--- src/rtl/frame_scheduler.sv ---
// ----------------------------------------------------------------------------
// frame_scheduler
//   Sequences one image frame into a 3x3 blur pipeline. Upstream pixels are
//   forwarded with one cycle of latency, then FLUSH_LINES lines of zero pixels
//   are injected to drain the pipeline, and a one-cycle frame_done interrupt
//   is raised. The output FIFO's prog_full stalls both pass-through and
//   injection.
//
// Ports
//   clk            in   sole clock, rising edge
//   rst            in   asynchronous active-high reset
//   start          in   begin a frame (honoured only in IDLE)
//   abort          in   cancel the frame in progress (RUN/FLUSH)
//   s_valid        in   upstream pixel valid
//   s_data   [7:0] in   upstream pixel
//   s_ready        out  upstream accept (RUN and FIFO not almost full)
//   fifo_prog_full in   output FIFO almost-full backpressure
//   p_valid        out  pixel strobe into the blur pipeline
//   p_data   [7:0] out  pixel into the blur pipeline
//   busy           out  high in every state except IDLE
//   line_done      out  pulse per completed input line
//   frame_done     out  pulse at frame completion
// ----------------------------------------------------------------------------
module frame_scheduler #(
    parameter int IMG_W       = 512,
    parameter int IMG_H       = 512,
    parameter int FLUSH_LINES = 2
) (
    input  logic       clk,
    input  logic       rst,
    input  logic       start,
    input  logic       abort,
    input  logic       s_valid,
    input  logic [7:0] s_data,
    output logic       s_ready,
    input  logic       fifo_prog_full,
    output logic       p_valid,
    output logic [7:0] p_data,
    output logic       busy,
    output logic       line_done,
    output logic       frame_done
);

    localparam int COL_W   = (IMG_W > 1) ? $clog2(IMG_W) : 1;
    // The row counter is reused to count flush lines, so size it for both.
    localparam int ROW_MAX = (IMG_H > FLUSH_LINES) ? IMG_H : FLUSH_LINES;
    localparam int ROW_W   = (ROW_MAX > 1) ? $clog2(ROW_MAX) : 1;

    localparam logic [COL_W-1:0] COL_LAST   = COL_W'(IMG_W - 1);
    localparam logic [ROW_W-1:0] ROW_LAST   = ROW_W'(IMG_H - 1);
    localparam logic [ROW_W-1:0] FLUSH_LAST = ROW_W'(FLUSH_LINES - 1);

    typedef enum logic [1:0] {
        ST_IDLE,
        ST_RUN,
        ST_FLUSH,
        ST_DONE
    } state_t;

    state_t             r_state;
    state_t             w_state_nxt;
    logic [COL_W-1:0]   r_col;
    logic [ROW_W-1:0]   r_row;

    logic w_accept;
    logic w_inject;
    logic w_abort;
    logic w_col_last;
    logic w_frame_last;
    logic w_flush_last;

    assign s_ready      = (r_state == ST_RUN) && !fifo_prog_full;
    assign busy         = (r_state != ST_IDLE);

    assign w_accept     = s_valid && s_ready;
    assign w_inject     = (r_state == ST_FLUSH) && !fifo_prog_full;
    assign w_abort      = abort && ((r_state == ST_RUN) || (r_state == ST_FLUSH));
    assign w_col_last   = (r_col == COL_LAST);
    assign w_frame_last = w_accept && w_col_last && (r_row == ROW_LAST);
    assign w_flush_last = w_inject && w_col_last && (r_row == FLUSH_LAST);

    always_ff @(posedge clk or posedge rst) begin
        if (rst) begin
            r_state <= ST_IDLE;
        end else begin
            r_state <= w_state_nxt;
        end
    end

    always_comb begin
        w_state_nxt = r_state;
        case (r_state)
            ST_IDLE: begin
                // abort together with start keeps the block idle
                if (start && !abort) begin
                    w_state_nxt = ST_RUN;
                end
            end
            ST_RUN: begin
                if (abort) begin
                    w_state_nxt = ST_IDLE;
                end else if (w_frame_last) begin
                    w_state_nxt = (FLUSH_LINES == 0) ? ST_DONE : ST_FLUSH;
                end
            end
            ST_FLUSH: begin
                if (abort) begin
                    w_state_nxt = ST_IDLE;
                end else if (w_flush_last) begin
                    w_state_nxt = ST_DONE;
                end
            end
            ST_DONE: begin
                w_state_nxt = ST_IDLE;
            end
            default: begin
                w_state_nxt = ST_IDLE;
            end
        endcase
    end

    // Column/row position; shared by pass-through and zero injection.
    always_ff @(posedge clk or posedge rst) begin
        if (rst) begin
            r_col <= '0;
            r_row <= '0;
        end else if (w_abort) begin
            r_col <= '0;
            r_row <= '0;
        end else if (w_accept || w_inject) begin
            if (w_col_last) begin
                r_col <= '0;
                if (w_frame_last || w_flush_last) begin
                    r_row <= '0;
                end else begin
                    r_row <= r_row + ROW_W'(1);
                end
            end else begin
                r_col <= r_col + COL_W'(1);
            end
        end
    end

    // A pixel accepted in the abort cycle is still forwarded, but the line
    // it may complete is not reported.
    always_ff @(posedge clk or posedge rst) begin
        if (rst) begin
            p_valid    <= 1'b0;
            p_data     <= '0;
            line_done  <= 1'b0;
            frame_done <= 1'b0;
        end else begin
            p_valid    <= w_accept || w_inject;
            if (w_accept) begin
                p_data <= s_data;
            end else if (w_inject) begin
                p_data <= '0;
            end
            line_done  <= w_accept && w_col_last && !w_abort;
            frame_done <= (r_state == ST_DONE);
        end
    end

endmodule
--- config.mk ---
export PLATFORM = sky130hd
export DESIGN_NAME = frame_scheduler
export DESIGN_NICKNAME = d
export VERILOG_FILES = /design/src/rtl/frame_scheduler.sv
export SDC_FILE = /design/constraint.sdc
export NUM_CORES = 1
export LEC_CHECK = 0
export CAP_MARGIN = 20
export CELL_PAD_IN_SITES_DETAIL_PLACEMENT = 1
export CELL_PAD_IN_SITES_GLOBAL_PLACEMENT = 2
export CORE_UTILIZATION = 33
export DETAILED_ROUTE_END_ITERATION = 6
export GPL_TIMING_DRIVEN = 0
export PLACE_DENSITY_LB_ADDON = 0.1
export SLEW_MARGIN = 20
export SYNTH_ARGS = -nofsm -noshare
export SYNTH_HDL_FRONTEND = slang
export SYNTH_SLANG_ARGS = --single-unit
--- constraint.sdc ---
create_clock -name clk -period 2.6 [get_ports clk]
set_input_delay 0.52 -clock clk [delete_from_list [all_inputs] [get_ports clk]]
set_output_delay 0.52 -clock clk [all_outputs]
set_load 0.005 [all_outputs]
==> out/results.txt <==
Status - complete, no violations
Post-synth top area cell - dfrtp_1
Total Wirelength - 4.13 mm
Sw frac - 34.0%
Critical-path maximum fanout - 9
Clock power share - 23.5%
Worst hold path type - reg -> reg
Total grt overflow - 0
Post-CTS sizing - 1
Final ANT Viol Nets - 0
Cell Chain, Critical Path - ha_1 > and3_1 > nand3_1 > nor2_2 > ha_4 > a21o_2 > o31ai_4 > or4_1 > a21oi_1
Slowest stage delay, CP - 0.49 ns
Final Non-Filler Cells - 262
P_leak - 0.911 nW
Period utilization - 94.1%
Die Span Y - 72.0 um
CP Buf/Inv Count - 0
Worst vdd ir - 359 uV
Mapped Nets - 185
RSZ-0062 raised after global routing - no
Cell Pwr Density - 875 mW/mm^2
CP arrival - 2.64 ns
Critical path launch point type - flop
Top Family by Delay on Critical Path - simple AND/OR/NAND/NOR gates
Yosys top cell area share - 48.0%
Die area - 0.00519 sq mm
DIE WIDTH - 72.0 um
Skew-Pair Late Insertion Delay - 0.28 ns
Post-Syn Area per Cell - 10.0 sq um
Initial antenna violation count - 0
CTS tree - done
Gate Count Post-Synth - 161
Synth Flop Type - dfrtp_1
ANT cells - 0
Drt first pass iters - 4
Post-Synth XOR/XNOR Area - 1.08%
Initial DRC count - 45
Inst Count DP - 254
Worst EP required - 2.80 ns
Switching power total - 618 uW
Seq pwr share - 37.8%
Via count - 1350
Number of synthesized flops with an enable pin - 0
First-pass GRT wire length - 7.06 mm
Simple-Gate Fraction of Synth Area - 20.2%
Sequential fraction of the synthesis area - 48.0%
Max Transition Viols Final - 0
Input/output buffers - 26
Starting Density - 34.3%
Worst hold path depth - 1
Worst slew margin - 55.4%
DP HPWL - 3.02 mm
# Post-CTS Setup Buffers - 0
Cts hold-fix bufs - 0
Fin crit period - 2.45 ns
Routed WL per cell - 15.8 um
CP Class - reg -> reg
Fraction of layout cells with a size suffix above 1 - 8.72%
Comb pwr share - 38.7%
Largest family of logic cells by synthesized area - simple AND/OR/NAND/NOR gates
Crit path capture type - flop
Final Hold Violating Endpoints - 0
Final Power - 1.82 mW
Seq cells post-synth - 31
Most frequent cells in the layout - dfrtp_1, clkdlybuf4s50_1, nand2_1
Top Ports - 27
CTS sink count - 31
Core footprint - 0.00472 sq mm
Worst hold slack - 0.504 ns
Routed vias/inst - 5.15
H-tree depth - 2
CTS max path bufs - 2
Root buf cell - clkbuf_8
Fin area - 0.00208 sq mm
Worst path depth - 9
Most common cell after layout, fill and taps aside - dfrtp_1
R2R cell count - 9
Fill count - 519
Residual DRC - 0
P_int - 1.20 mW
Worst-Margin Slew - 0.668 ns
Ranking of synthesized cells by area - dfrtp_1, ha_1, a22o_1
Vias in the first global route - 1467
Setup violators final - 0
Yosys cell types - 37
GPL Wtd Cong - 0.768
Fin nets - 218
Area Overhead vs Synth - 28.4%
Critical-path top delay cell - or4_1
Max Freq - 409 MHz
Compound-Gate Fraction of Synth Area - 18.9%
Clock slew at reported path FFs - 0.07 ns
Share of synthesized cell area in full adder, half adder and majority cells - 7.73%
MaxCap Viol Count - 0
Setup Skew - 0.00337 ns
Dpl cell area - 0.00196 sq mm
CTS Buf Count - 5
Row Count - 25
Mapped Area - 0.00162 sq mm
Overall Global Routing Usage - 17.7%
Largest net degree at the start of global routing - 32
Warnings from Yosys - 0
Asr flop ratio synth - 100%
Mux share of post-synthesis cell area - 0.619%
[logic make-up after synthesis]
kind of cell / Yosys count
AO/OA/AOI/OAI: 45
adder cells (fa/ha/maj): 10
AND/OR/NAND/NOR: 60
multiplexers: 1
XOR/XNOR: 2
buffers and inverters: 12
flip-flops: 31
[per-layer routing]
| metal | GRT usage [%] | wire length, um | vias up |
|---|---|---|---|
| li1 | - | - | 651 |
| met1 | 22.7 | 1960 | 663 |
| met2 | 29.0 | 1950 | 32 |
| met3 | 5.00 | 187 | 4 |
| met4 | 5.23 | 33 | 0 |
| met5 | 0 | 0 | - |
[final cells by class]
| class | count | area, sq um | share of cell area [%] |
|---|---|---|---|
| Tap cell | 67 | 83.8 | 4.04 |
| Multi-Input combinational cell | 118 | 800 | 38.5 |
| Buffer | 4 | 27.5 | 1.33 |
| Clock buffer | 8 | 100 | 4.82 |
| Timing Repair Buffer | 26 | 260 | 12.5 |
| Sequential cell | 31 | 776 | 37.3 |
| Inverter | 8 | 30.0 | 1.45 |
[state kept, by name, summed over array words and instances (netlist names)]
name	flops
frame_done	1
line_done	1
p_data	8
p_valid	1
r_col	9
r_row	9
r_state	2
[through the flow]
stage / utilization, % / setup TNS [ns] / setup WS (ns)
2_1_floorplan: - / 0 / 0.457
3_3_place_gp: 41.5 / 0 / 0.0505
3_5_place_dp: 41.5 / -0.00915 / -0.00915
4_1_cts: 43.7 / 0 / 0.0594
5_1_grt: 44.0 / 0 / 0.00258
6_report: 44.0 / 0 / 0.153
[power by group through the flow]
stage	sequential [mW]	combinational, mW	clock (mW)
CTS	0.690	0.714	0.440
global route	0.710	0.775	0.463
floorplan	0.684	0.386	0
finish	0.687	0.703	0.427
global placement	0.687	0.684	0
detailed placement	0.696	0.708	0
[worst paths after layout]
kind	start	end	slack, ns
max	r_col[0]	r_row[5]	0.15
min reg2reg	p_data[6]	p_data[6]	0.50
max in group asynchronous	rst	r_row[3]	1.51
min in group asynchronous	rst	r_row[1]	0.65
min	p_data[6]	p_data[6]	0.50
max reg2reg	r_col[0]	r_row[5]	0.15
[cells in the mapped netlist (all sizes together) (3+ instances only)]
master	instances
o31ai	6
a21oi	11
and2b	3
ha	10
o21ai	14
buf	3
nor2	9
nand3	7
and3	4
a22o	8
nand2	14
dfrtp	31
inv	8
or3	5
(Power assumes the default switching activity.)
